**config.mk**
```make
export PLATFORM = sky130hd
export DESIGN_NAME = mc_fifo_ctrl
export DESIGN_NICKNAME = d
export VERILOG_FILES = /design/src/rtl/mc_fifo_ctrl.sv
export SDC_FILE = /design/constraint.sdc
export NUM_CORES = 2
export LEC_CHECK = 0
export CORE_MARGIN = 5
export CORE_UTILIZATION = 40
export DETAILED_ROUTE_END_ITERATION = 10
export GPL_ROUTABILITY_DRIVEN = 0
export SLEW_MARGIN = 40
export SYNTH_ARGS = -nofsm -noshare
export SYNTH_HDL_FRONTEND = slang
export SYNTH_SLANG_ARGS = --single-unit
```
**constraint.sdc**
```tcl
create_clock -name CLK -period 4.9 [get_ports CLK]
set_clock_uncertainty 0.15 [all_clocks]
set_input_delay 1.225 -clock CLK [delete_from_list [all_inputs] [get_ports CLK]]
set_output_delay 1.225 -clock CLK [all_outputs]
set_load 0.05 [all_outputs]
```
**src/rtl/mc_fifo_ctrl.sv**
```systemverilog
// rtl/mc_fifo_ctrl.sv - multi-channel circular FIFO over one shared RAM, registered read port
// Sticky request-error flags on port ERR exist only when MCF_ERR_EN is defined.
module mc_fifo_ctrl #(
  parameter int C_LOG      = 2,
  parameter int FIFO_SIZE  = 3,
  parameter int FIFO_WIDTH = 64,
  parameter int AF_THRESH  = 6
) (
  input  logic                     CLK,
  input  logic                     RST_N,
  input  logic                     ENQ,
  input  logic [C_LOG-1:0]         ENQ_IDX,
  input  logic [FIFO_WIDTH-1:0]    DIN,
  input  logic                     DEQ,
  input  logic [C_LOG-1:0]         DEQ_IDX,
  input  logic                     FLUSH,
  input  logic [C_LOG-1:0]         FLUSH_IDX,
  input  logic [C_LOG-1:0]         CNT_IDX,
  output logic [FIFO_WIDTH-1:0]    DOT,
  output logic                     DOT_VLD,
  output logic [C_LOG-1:0]         DOT_IDX,
  output logic [(1<<C_LOG)-1:0]    EMP,
  output logic [(1<<C_LOG)-1:0]    FULL,
  output logic [(1<<C_LOG)-1:0]    AFULL,
  output logic [FIFO_SIZE:0]       CNT
`ifdef MCF_ERR_EN
  ,
  output logic [1:0]               ERR
`endif
);

  localparam int NCH   = 1 << C_LOG;
  localparam int DEPTH = 1 << FIFO_SIZE;
  localparam int AW    = C_LOG + FIFO_SIZE;
  localparam logic [FIFO_SIZE:0] CNT_FULL = (FIFO_SIZE+1)'(DEPTH);
  localparam logic [FIFO_SIZE:0] CNT_AF   = (FIFO_SIZE+1)'(AF_THRESH);

  logic [FIFO_WIDTH-1:0] ram  [NCH*DEPTH];
  logic [FIFO_SIZE-1:0]  head [NCH];
  logic [FIFO_SIZE-1:0]  tail [NCH];
  logic [FIFO_SIZE:0]    cnt  [NCH];

  logic           flush_enq;
  logic           flush_deq;
  logic           rd_ok;
  logic           wr_ok;
  logic           wr_rescue;
  logic [NCH-1:0] wr_sel;
  logic [NCH-1:0] rd_sel;
  logic [NCH-1:0] fl_sel;
  logic [AW-1:0]  wr_addr;
  logic [AW-1:0]  rd_addr;

  // Flags come only from the count registers so upstream back-pressure has no input-to-output path.
  always_comb begin
    EMP   = '0;
    FULL  = '0;
    AFULL = '0;
    for (int c = 0; c < NCH; c++) begin
      EMP[c]   = (cnt[c] == '0);
      FULL[c]  = (cnt[c] == CNT_FULL);
      AFULL[c] = (cnt[c] >= CNT_AF);
    end
  end

  assign CNT = cnt[CNT_IDX];

  // A flush on the same channel wins over both the write and the read.
  always_comb begin
    flush_enq = FLUSH && (FLUSH_IDX == ENQ_IDX);
    flush_deq = FLUSH && (FLUSH_IDX == DEQ_IDX);
    rd_ok     = DEQ && !EMP[DEQ_IDX] && !flush_deq;
    wr_rescue = rd_ok && (DEQ_IDX == ENQ_IDX);
    wr_ok     = ENQ && !flush_enq && (!FULL[ENQ_IDX] || wr_rescue);
    wr_addr   = {ENQ_IDX, tail[ENQ_IDX]};
    rd_addr   = {DEQ_IDX, head[DEQ_IDX]};
    wr_sel    = wr_ok ? (NCH'(1) << ENQ_IDX) : '0;
    rd_sel    = rd_ok ? (NCH'(1) << DEQ_IDX) : '0;
    fl_sel    = FLUSH ? (NCH'(1) << FLUSH_IDX) : '0;
  end

  always_ff @(posedge CLK or negedge RST_N) begin
    if (!RST_N) begin
      for (int c = 0; c < NCH; c++) begin
        head[c] <= '0;
        tail[c] <= '0;
        cnt[c]  <= '0;
      end
    end else begin
      for (int c = 0; c < NCH; c++) begin
        if (fl_sel[c]) begin
          head[c] <= '0;
          tail[c] <= '0;
          cnt[c]  <= '0;
        end else begin
          if (wr_sel[c]) tail[c] <= tail[c] + 1'b1;
          if (rd_sel[c]) head[c] <= head[c] + 1'b1;
          if (wr_sel[c] && !rd_sel[c])
            cnt[c] <= cnt[c] + 1'b1;
          else if (rd_sel[c] && !wr_sel[c])
            cnt[c] <= cnt[c] - 1'b1;
        end
      end
    end
  end

  // When a full channel is read and written together, head==tail, so the read sees the old word.
  always_ff @(posedge CLK) begin
    if (wr_ok) ram[wr_addr] <= DIN;
  end

  always_ff @(posedge CLK or negedge RST_N) begin
    if (!RST_N) begin
      DOT     <= '0;
      DOT_VLD <= 1'b0;
      DOT_IDX <= '0;
    end else if (rd_ok) begin
      DOT     <= ram[rd_addr];
      DOT_VLD <= 1'b1;
      DOT_IDX <= DEQ_IDX;
    end else begin
      DOT_VLD <= 1'b0;
    end
  end

`ifdef MCF_ERR_EN
  always_ff @(posedge CLK or negedge RST_N) begin
    if (!RST_N) begin
      ERR <= '0;
    end else begin
      if (ENQ && !flush_enq && FULL[ENQ_IDX] && !wr_rescue) ERR[0] <= 1'b1;
      if (DEQ && !flush_deq && EMP[DEQ_IDX])                ERR[1] <= 1'b1;
    end
  end
`endif

endmodule
```
# Word level (Yosys, flattened, before mapping)
# Memories as Yosys holds them, arrays and structs flattened. A register that Yosys moved wholly into a read port is not among the register bits.
# Cells that the tools add are included.
[classes]
add_sub_neg = 16
mul = 0
div = 0
order_cmp = 9
n_eq_ne = 7
shifts = 3
n_mux = 47
n_bitwise = 3
reduce_logical = 45
[ops]
columns = ["operator", "n"]
rows = [
  ["$mux W4", 17],
  ["$mux W3", 20],
  ["$add A3 B1 Y3 const B", 8],
  ["$add A4 B1 Y4 const B", 4],
  ["$eq A4 B4 Y1 const B", 4],
  ["$ge A4 B3 Y1 const B", 4],
  ["$logic_not A4 Y1", 4],
  ["$reduce_bool A2 Y1", 8],
  ["$sub A4 B1 Y4 const B", 4],
  ["$logic_and A1 B1 Y1", 15],
  ["$logic_not A1 Y1", 13],
  ["$bmux W3 S2", 2],
  ["$reduce_bool A3 Y1", 4],
  ["$shl A1 B2 Y4 const A", 3],
  ["$ge A3 B3 Y1 const B", 3],
  ["$not A2 Y3", 3],
  ["$bmux W4 S2", 1],
  ["$eq A2 B2 Y1", 3],
  ["$lt A2 B3 Y1 const B", 2],
  ["$mux W1", 5],
  ["$bmux W1 S2", 2],
  ["$logic_or A1 B1 Y1", 1],
]
[word_totals]
reg_bits = 43
latchBits = 0
ram_bits = 2048
rom_bits = 0
in_bits = 77
output_inout_bits = 83
wordCells = 145
n_memories = 1
[mem_list]
columns = ["name", "words", "word_bits", "rd", "rd_clocked_by_memory_dff", "wr", "line", "text"]
rows = [
  ["ram", 32, 64, 1, 1, 1, "38", "logic [FIFO_WIDTH-1:0] ram [NCH*DEPTH];"],
]

# Depth between registers and ports, before layout
[logic_depth]
ltp_word = 15
ltp_mapped = 14
ltp_nobuf = 11

# Least setup slack after synthesis
# OpenSTA, ideal clock, no wires.
[synth_timing]
kind = "input port to flip-flop"
from = "input DEQ_IDX[0]"
to = "memory ram[30][0], enable pin"
setup_time_ps = 487
arrival_time_ps = 5686
t_required_ps = 4263
slack_ps = -1423
cell_stages = 10
cell_sequence = "buf_6 -> buf_12 -> xnor2_1 -> a32o_1 -> or4_4 -> buf_6 -> a211oi_1 -> nand2b_1 -> clkbuf_1 -> nor2_1"
[synth_via]
elab_chain_len = 10
elab_cells_between_ends = 14
cone_classes = "eq/ne (2); mux (4); reduce/logical (8)"
[synth_lines]
columns = ["element", "line", "text"]
rows = [
  ["start: declaration", "15", "input logic [C_LOG-1:0] DEQ_IDX,"],
  ["$bmux W1 S2", "72", "rd_ok = DEQ && !EMP[DEQ_IDX] && !flush_deq;"],
  ["$mux W1 (not written as such)", "72", ""],
  ["$logic_not A1 Y1", "72", ""],
  ["$logic_and A1 B1 Y1 (2 in a row)", "72", ""],
  ["$logic_and A1 B1 Y1 *", "73", "wr_rescue = rd_ok && (DEQ_IDX == ENQ_IDX);"],
  ["$logic_or A1 B1 Y1 *", "74", "wr_ok = ENQ && !flush_enq && (!FULL[ENQ_IDX] || wr_rescue);"],
  ["$logic_and A1 B1 Y1 *", "74", ""],
  ["$mux W1 *", "109", "if (wr_ok) ram[wr_addr] <= DIN;"],
  ["$mux W1 (not written as such) *", "109", ""],
  ["end: declaration", "38", ""],
]
# Every way passes the cells marked *; elsewhere a longest branch is shown, timed or not. The select of a mux whose other input is x is not followed.

# Worst setup path in the final report
[layout_timing]
from = "input CNT_IDX[0]"
to = "output CNT[2]"
[layout_via]
elab_chain_len = 4
[layout_lines]
columns = ["element", "line", "text"]
rows = [
  ["start: declaration", "18", "input logic [C_LOG-1:0] CNT_IDX,"],
  ["$not A2 Y3 (not written as such)", "66", "assign CNT = cnt[CNT_IDX];"],
  ["$bmux W4 S2", "66", ""],
  ["$mux W4 (not written as such) (2 in a row)", "66", ""],
  ["end: declaration", "25", "output logic [FIFO_SIZE:0] CNT"],
]
# No other way between the ends. The select of a mux whose other input is x is not followed.

==> flow_summary.toml <==
[cells_and_area]
stdcell_count = 8562
area_growth_pct = 19.24
final_cell_area_um2 = 100400
n_antenna_cell = 0
drive_above_1_share = 0.1591
multiInputGateArea_um2 = 19090
fillers = 17606
nNetsFinal = 5670
seq_area_um2 = 64180

[sta]
setup_viol = 0
worst_pin_slew_ns = 0.8707
min_period_ns = 4.479
max-slew-margin-rel = 0.4195
tns_ns = 0
rsz0062_at_grt = "false"
drv_slew = 0
finalCritPeriodShare = 0.9142
fmax_ghz = 0.2232
final_hold_viol_count = 0

[routing]
drt_iter0_markers = 5539
antenna_left = 0
drc = 0
wl_per_cell_um = 28.56
viasPerCell = 5.757
totalWireLength_um = 244600
vias = 49293
dr.pass1.iters = 5

[clock_network]
cts-hold-fix-buffers = 0
root_buffer = "clkbuf_16"
clk_pin_slew_worst_paths_ns = 0.06
cts_buffer_depth = 3
clkSinkCount = 2155
cts-resized-gates = 0
cts_tree = "built"
post-cts-setup-buffers = 0
clk_latency_ns = 0.86
htree_levels = 4
cts_buffers = 216

[global_route]
antenna_found_initial = 11
grt_max_degree = 137
grt_usage = 0.2191
grt-ovfl-total = 0
grt_pass1_wl_um = 351400
grt_pass1_vias = 48548

[synth]
synth_edf_count = 2048
ys.flop_type = "edfxtp_1"
syn_area_per_cell_um2 = 16.39
synthTopCellsByCount = "edfxtp_1 (2048), mux2i_1 (714), nand2_1 (680)"
postSynthCellCount = 5138
ys_ff_latch = 2155
synth_cell_type_count = 59
yosysTopAreaCell = "edfxtp_1"
synth_top_area_frac = 0.7304
async_reset_ff_frac = 0.04965
ys_seq_area_frac = 0.7622
synth_area_leaders = "edfxtp_1 (73%), mux2i_1 (8.5%), dfrtp_1 (3.2%)"
synth_nets = 5235
syn_area_um2 = 84190
yosys_warnings = 0
synth_most_common_cell = "edfxtp_1"

[worst_setup_path]
end_kind = "output pin"
arrival_ns = 3.10
slowest_stage = "clkdlybuf4s50_1"
cp_slowest_stage_delay_ns = 0.72
crit_required_ns = 3.52
critPathKind = "input pin to output pin"
worst-path-buf-inv = 2
cpMostUsedCell = "clkdlybuf4s50_1"
critPathTopFamily = "buffers and inverters"
crit_fanout = 4
start_kind = "input pin"
path_cells = "clkdlybuf4s50_1, mux4_2, clkdlybuf4s50_1"

[power_and_ir_drop]
p_sw_mw = 17.48
ir_worst_vdd_mv = 0.4104
clockPowerShare = 0.308
power.share.combinational = 0.288
leakagePower_nw = 33.35
p_int_mw = 36.36
switching_share = 0.3247
pwr-share-seq = 0.404
power.density_nw_per_um2 = 536.3

[placed_design]
dp.cells = 8160
io_buffer_count = 159
dpl_cell_area_um2 = 93230
dp_hpwl_um = 144400

[die]
die_w_um = 468.8
rows = 168
die_area_um2 = 219800
core_area_um2 = 209600
initial_utilization = 0.4017
ios = 160
die_h_um = 468.8

[hold_path]
hp-class = "input pin to asynchronous set/reset pin"

[run]
drv_cap = 0

[status]
status = "completed"
cell usage in the layout (no fill, tap or decap), types with 26 or more instances in the layout:
master,count
edfxtp_1,2048
mux2i_1,711
nand2_1,678
clkbuf_16,218
buf_4,204
o21ai_0,178
buf_12,176
a32oi_1,162
nor2_1,144
o22ai_1,122
clkdlybuf4s50_1,108
dfrtp_1,107
mux2_2,82
nand3_1,72
nor3_1,62
a221oi_1,57
a41oi_1,57
a311o_1,53
clkbuf_1,52
buf_2,50
clkinv_2,46
nor2_4,35
a21oi_1,33
clkinv_1,26
cell families (layout without fill, tap and decap cells):
group | after synthesis | after routing | synth area share
AOI/OAI and AO/OA | 755 | 755 | 0.06610
muxes | 813 | 813 | 0.1000
and+or+nand+nor | 1030 | 1030 | 0.04925
adders and majority gates | 20 | 20 | 0.003329
buffers and inverters | 338 | 957 | 0.01609
xor gates and xnor gates | 27 | 27 | 0.002987
DFF | 2155 | 2155 | 0.7622
power by group through the flow:
stage	Clock (mW)	Combinational, mW	Sequential, mW
final	16.6	15.5	21.8
after global routing	17.6	16.4	21.8
after CTS	16.8	15.5	21.8
after detailed placement	0	15.5	22.2
after global placement	0	15.4	22.2
after floorplan	0	8.27	22.8
worst paths after layout:
| kind | end | slack, ns | cells after the start | startpoint |
|---|---|---|---|---|
| min in group CLK | DOT_IDX[1] | 0.36 | 1 | DOT_IDX[1] |
| max in group asynchronous | DOT[24] | 3.22 | 2 | RST_N |
| min | DOT[50] | 0.29 | 1 | RST_N |
| max reg2reg | ram[23][10] | 1.34 | 11 | cnt[1] |
| min reg2reg | DOT_IDX[1] | 0.36 | 1 | DOT_IDX[1] |
| max | CNT[2] | 0.42 | 3 | CNT_IDX[0] |
worst reg2reg max path, delay by kind of cell (launching register included):
kind | cells | cell delay, ns
buffers and inverters | 5 | 1.09
DFF | 1 | 0.51
AOI/OAI and AO/OA | 2 | 0.49
and+or+nand+nor | 4 | 1.03
flip-flops by register name, summed over array words and instances (netlist names):
| name | cells |
|---|---|
| DOT | 64 |
| DOT_IDX | 2 |
| DOT_VLD | 1 |
| cnt | 16 |
| head | 12 |
| ram | 2048 |
| tail | 12 |
layer usage:
layer / vias up / wire length, um / global-route usage
met3: 316 / 19090 / 0.03523
met4: 2 / 5549 / 0.05548
li1: 21025 / - / -
met5: - / 11 / 0
met1: 25810 / 105100 / 0.3153
met2: 2140 / 114800 / 0.3504
per-stage QoR:
stage                     setup WS, ns  power, mW  utilization  hold slack [ns]
final                           0.4205      53.85       0.4790           0.2914
after global routing            0.3102      55.82       0.4790           0.2973
after CTS                       0.3270      54.16       0.4790           0.2799
after detailed placement      -0.03926      37.65       0.4449           0.3453
after global placement        -0.08303      37.51       0.4460           0.3421
after floorplan                -0.4351      31.03            -           0.3086
final cells by class:
class | instances | share of cell area
Multi-Input combinational cell | 2645 | 0.1902
Sequential cell | 2155 | 0.6392
Tap cell | 2805 | 0.03496
Timing Repair Buffer | 539 | 0.06375
Clock inverter | 111 | 0.01213
Inverter | 16 | 0.0005982
Clock buffer | 291 | 0.05916
Note: power is estimated with default switching activity, not from simulation.
